==> src/rtl/dnn_sched.sv <==
// Issue controller and result FIFO for the fixed-latency 4-4-2 DNN datapath.
// Issues a vector only when a FIFO slot is reserved for its result, so the non-stalling pipe never drops one.
module dnn_sched #(
    parameter int I_W   = 7,
    parameter int LAT   = 6,
    parameter int DEPTH = 16,
    localparam int O_W  = I_W + 13
) (
    input  logic             clk,
    input  logic             rst_n,
    input  logic             en,
    input  logic             s_valid,
    output logic             s_ready,
    input  logic [4*I_W-1:0] s_x,
    output logic [4*I_W-1:0] dp_x,
    output logic             dp_in_ready,
    input  logic [O_W-1:0]   dp_out0,
    input  logic [O_W-1:0]   dp_out1,
    output logic             m_valid,
    input  logic             m_ready,
    output logic [O_W-1:0]   m_out0,
    output logic [O_W-1:0]   m_out1,
    output logic             busy,
    output logic [15:0]      res_cnt
);
    localparam int AW = $clog2(DEPTH);
    localparam int CW = AW + 1;

    typedef enum logic [1:0] {IDLE, RUN, DRAIN} state_t;

    state_t         state, state_nxt;
    logic [LAT-1:0] vpipe;
    logic [CW-1:0]  fifo_cnt;
    logic [CW-1:0]  inflight;
    logic [AW-1:0]  wr_ptr, rd_ptr;
    logic [2*O_W-1:0] mem [DEPTH];
    logic           credit, accept, push, pop;

    // Credit uses registered occupancy only; a same-cycle pop frees its slot one cycle later.
    assign credit  = ({1'b0, fifo_cnt} + {1'b0, inflight}) < (CW+1)'(DEPTH);
    assign s_ready = (state == RUN) && credit;
    assign accept  = s_valid && s_ready;
    assign push    = vpipe[LAT-1];
    assign m_valid = (fifo_cnt != '0);
    assign pop     = m_valid && m_ready;
    assign {m_out0, m_out1} = mem[rd_ptr];
    assign busy    = (state != IDLE) || (inflight != '0) || m_valid;

    // NOTE: every variable written here gets a default first, so no path can infer a latch.
    always_comb begin
        state_nxt = state;
        unique case (state)
            IDLE:    if (en) state_nxt = RUN;
            RUN:     if (!en) state_nxt = DRAIN;
            DRAIN:   if (inflight == '0 && fifo_cnt == '0) state_nxt = IDLE;
            default: state_nxt = IDLE;
        endcase
    end

    // NOTE: sequential state uses non-blocking assignments so every register samples pre-edge values.
    always_ff @(posedge clk) begin
        if (!rst_n) begin
            state       <= IDLE;
            dp_x        <= '0;
            dp_in_ready <= 1'b0;
            vpipe       <= '0;
            inflight    <= '0;
            fifo_cnt    <= '0;
            wr_ptr      <= '0;
            rd_ptr      <= '0;
            res_cnt     <= '0;
        end else begin
            state       <= state_nxt;
            dp_in_ready <= accept;
            if (accept) dp_x <= s_x;
            // Shift toward the push end; the token leaving vpipe[LAT-1] is the one being pushed now.
            vpipe <= LAT'({vpipe, dp_in_ready});

            unique case ({accept, push})
                2'b10:   inflight <= inflight + 1'b1;
                2'b01:   inflight <= inflight - 1'b1;
                default: inflight <= inflight;
            endcase

            unique case ({push, pop})
                2'b10:   fifo_cnt <= fifo_cnt + 1'b1;
                2'b01:   fifo_cnt <= fifo_cnt - 1'b1;
                default: fifo_cnt <= fifo_cnt;
            endcase

            if (push) wr_ptr <= wr_ptr + 1'b1;
            if (pop) begin
                rd_ptr  <= rd_ptr + 1'b1;
                res_cnt <= res_cnt + 1'b1;
            end
        end
    end

    // NOTE: the storage array is not reset; the pointers and count alone define which entries are live.
    always_ff @(posedge clk) begin
        if (push) mem[wr_ptr] <= {dp_out0, dp_out1};
    end

    fifo_no_overflow: assert property (@(posedge clk) disable iff (!rst_n)
        push |-> (fifo_cnt != CW'(DEPTH)));

endmodule
==> config.mk <==
export PLATFORM = sky130hd
export DESIGN_NAME = dnn_sched
export DESIGN_NICKNAME = d
export VERILOG_FILES = /design/src/rtl/dnn_sched.sv
export SDC_FILE = /design/constraint.sdc
export NUM_CORES = 1
export LEC_CHECK = 0
export CAP_MARGIN = 10
export CORE_ASPECT_RATIO = 0.75
export CORE_UTILIZATION = 36
export CTS_CLUSTER_SIZE = 40
export DETAILED_ROUTE_END_ITERATION = 8
export SLEW_MARGIN = 40
export SYNTH_ARGS = -nofsm -noshare
export SYNTH_HDL_FRONTEND = slang
export SYNTH_SLANG_ARGS = --single-unit
==> constraint.sdc <==
create_clock -name clk -period 3.75 [get_ports clk]
set_clock_uncertainty 0.15 [all_clocks]
set_input_delay 0.9375 -clock clk [delete_from_list [all_inputs] [get_ports clk]]
set_output_delay 0.9375 -clock clk [all_outputs]
set_load 0.02 [all_outputs]
==> summary.md <==
| Metric | Value |
|---|---|
| DR WL/cell | `23.6 um` |
| Area of the multi-input gates | `6400 um^2` |
| Fill count | `6366` |
| Hold Path Class | `flop to flop` |
| CTS Buf Count | `72` |
| Clock power share | `0.441` |
| Initial antenna violation count | `5` |
| Synthesized cell area | `27400 um^2` |
| Yosys Warn Count | `0` |
| Reg-to-reg startpoint | `fifo_cnt[1]$_SDFFE_PN0P_` |
| Post-synthesis cell count | `1367` |
| Seq/Total Area, Yosys | `0.757` |
| Layout Nets | `1709` |
| Worst Reg-to-Reg Cells | `12` |
| Share of layout cells above drive strength 1 | `0.248` |
| M1 WL | `28.6 mm` |
| Met3 WL | `3.96 mm` |
| Prevailing post-synth register cell | `edfxtp_1` |
| Top Layer Used | `met5` |
| Min Tclk post-route | `3720 ps` |
| Delay-heaviest family, CP | `buffers and inverters` |
| I/O Buffers | `160` |
| Largest net degree at the start of global routing | `74` |
| Largest stage delay, worst path | `480 ps` |
| Worst path depth | `8` |
| Fin. max-slew vios | `0` |
| First-pass GRT wire length | `94.0 mm` |
| Vias | `14000` |
| Syn_area_per_cell | `20.0 um^2` |
| Clock root buffer | `clkbuf_16` |
| # clock sinks | `715` |
| CP Launch Type | `flop` |
| Core area | `75200 um^2` |
| Power Density | `479 nW/um^2` |
| Row count | `87` |
| Max Fclk | `0.269 GHz` |
| Sequential Power Share | `0.541` |
| Share of the synthesized area in the top cell type | `0.702` |
| Clock Pin Slew Worst Setup and Hold Paths | `60 ps` |
| Critical Path RT | `2660 ps` |
| Synthesized net count | `1460` |
| Unrepaired setup endpoints after global routing | `yes` |
| Clk_lat worst skew | `620 ps` |
| Setup crit end kind | `output pin` |
| Count of different cell masters after synthesis | `46` |
| Die area | `77200 um^2` |
| Arrival time at the worst endpoint | `2630 ps` |
| Die Wd | `320 um` |
| Die Span Y | `241 um` |
| Pwr Total | `0.0161 W` |
| Critical path type | `flop to output pin` |
| GRT Overall Usage | `0.166` |
| Max Buffers Root-to-Sink | `3` |
| Maximum vdd ir drop | `0.270 mV` |
| GPL Wtd Cong | `0.741` |
| Relative slew slack | `0.439` |
| Hold Vio Cnt, Final | `0` |
| WP buf/inv | `5` |
| Min Hold Slack | `276 ps` |
| Worst-Margin Slew | `842 ps` |
| DP HPWL | `33.6 mm` |
| Max stage delay cell, worst path | `mux4_2` |
| CP Max Fanout | `8` |
| Area contributors post-synth | `edfxtp_1 (70%), mux4_2 (13%), dfxtp_1 (5.5%)` |
| Switch share | `0.196` |
| R2r setup slk | `620 ps` |
| Max Cap Viol | `0` |
| Vias in the first global route | `14400` |
| Starting density of the core | `0.364` |
| Drt drc | `0` |
| Final period utilization | `0.991` |
| GR Overflow Total | `0` |
| Final WL | `63.4 mm` |
| RR Endpoint | `inflight[4]$_SDFFE_PN0P_` |
| Seq cells post-synth | `715` |
| 1st-pass router iterations | `5` |
| Final setup vio count | `0` |
| Cell taking the most area after synthesis | `edfxtp_1` |
| Htree depth | `3` |
| Routed wl met2 | `29.9 mm` |
| Critical Path, Cell by Cell | `buf_6 > buf_12 > buf_8 > buf_4 > mux4_2 > a22oi_1 > nand2_1 > clkdlybuf4s15_2` |
| Vias per inst | `5.20` |
| Hold buffers post-CTS | `0` |
| P_int | `0.0129 W` |
| Post-synth EDFFs | `640` |
| Area Growth Syn to Fin | `22.4%` |
| Leak pwr | `10.7 nW` |
| Switching power total | `0.00315 W` |
| Worst setup path endpoint | `m_out0[19]` |
| TritonCTS clock tree | `yes` |
| Area occupied by registers | `20700 um^2` |
| DRT iter0 DRCs | `1228` |
| Antenna-violating nets left | `0` |
| Comb power frac | `0.018` |
| I/O Pins | `161` |
| Run status | `finished, final reports clean` |
| Asr flop ratio synth | `0` |
==> synthesized netlist by cell type, types with 5 or more instances <==
master	number
mux2i_1	35
dfxtp_1	75
buf_2	19
nor2_1	36
clkbuf_1	44
inv_1	13
or4_1	6
edfxtp_1	640
nand2_1	106
nand3_1	5
or3_1	6
ha_1	18
a21oi_1	20
xor2_1	13
a22oi_1	80
and2_1	24
mux4_2	160
==> logic make-up after synthesis <==
| family | after synthesis | synth area share |
|---|---|---|
| and+or+nand+nor | 213 | 0.0373 |
| DFF | 715 | 0.757 |
| xor gates and xnor gates | 14 | 0.00448 |
| adders and majority gates | 20 | 0.00969 |
| AOI/OAI and AO/OA | 124 | 0.0334 |
| muxes | 195 | 0.144 |
| buffers and inverters | 86 | 0.0140 |
==> stage by stage <==
step           setup TNS, ps  area [um^2]   util  instances  worst slack [ps]
6_report                   0        33500  0.446       2689              34.7
4_1_cts                 -916        33400  0.444       2679              -187
3_3_place_gp               0        30700  0.409       2533               264
2_1_floorplan              0        27400      -       1367               636
3_5_place_dp               0        30700  0.409       2533               284
5_1_grt                 -291        33500  0.445       2687             -51.7
==> sequential cells by signal, indices dropped and copies added (netlist names), named ones only <==
| name | flops |
|---|---|
| dp_x | 28 |
| wr_ptr | 4 |
| inflight | 5 |
| vpipe | 6 |
| mem | 640 |
| fifo_cnt | 5 |
| dp_in_ready | 1 |
| rd_ptr | 4 |
| state | 2 |
| res_cnt | 16 |
==> worst min-delay path by stage <==
stage	from	endpoint	slack, ps	cells after the start
6_report	vpipe[1]$_SDFF_PN0_	vpipe[2]$_SDFF_PN0_	280	1
3_5_place_dp	vpipe[4]$_SDFF_PN0_	vpipe[5]$_SDFF_PN0_	270	1
4_1_cts	vpipe[1]$_SDFF_PN0_	vpipe[2]$_SDFF_PN0_	280	1
3_3_place_gp	vpipe[1]$_SDFF_PN0_	vpipe[2]$_SDFF_PN0_	260	1
5_1_grt	vpipe[1]$_SDFF_PN0_	vpipe[2]$_SDFF_PN0_	300	1
2_1_floorplan	vpipe[1]$_SDFF_PN0_	vpipe[2]$_SDFF_PN0_	260	1
==> routing by layer <==
| metal | global-route usage | vias up |
|---|---|---|
| met5 | 0 | - |
| met4 | 0.0390 | 8 |
| met3 | 0.0383 | 86 |
| met2 | 0.264 | 433 |
| met1 | 0.233 | 7373 |
| li1 | - | 6078 |
==> power by group through the flow <==
stage	clock [W]	combinational, W	sequential [W]
2_1_floorplan	0	0.0000657	0.00887
3_3_place_gp	0	0.000271	0.00886
3_5_place_dp	0	0.000283	0.00886
4_1_cts	0.00726	0.000285	0.00869
5_1_grt	0.00756	0.000309	0.00869
6_report	0.00708	0.000283	0.00869
==> worst register-to-register path: stages, from the launching register on <==
cell and delay, ps:
dfxtp_1 360, ha_1 300, nand4_1 90, a21boi_0 470, nor4b_4 100, inv_1 90, ha_1 230, inv_1 100
fa_1 400, nand2b_1 160, a21oi_1 150, mux2i_1 250, mux2i_1 200
==> cell type report <==
class	count	area share
Inverter	13	0.00146
Multi-Input combinational cell	566	0.191
Antenna cell	2	0.000149
Tap cell	1023	0.0382
Timing Repair Buffer	248	0.0823
Clock inverter	33	0.0114
Sequential cell	715	0.619
Clock buffer	89	0.0569
==> layout by cell type (no fill, tap or decap), drive strengths merged, types with 8 or more instances in the layout <==
master         instances
a21oi                 20
a22oi                 80
and2                  24
buf                  101
clkbuf                92
clkdlybuf4s50        117
clkinv                22
dfxtp                 75
dlygate4sd2           13
edfxtp               640
ha                    18
inv                   16
mux2i                 35
mux4                 160
nand2                106
nor2                  36
o21ai                  8
xor2                  13
==> timing repair <==
item / CTS / global route
endpoints found under the setup margin: 42 / 34
cloned: 6 / 0
gates resized for setup: 102 / 34
pin swaps: 5 / 3
buffers inserted: 18 / 8
No activity file was read; power rests on OpenSTA's default activity.
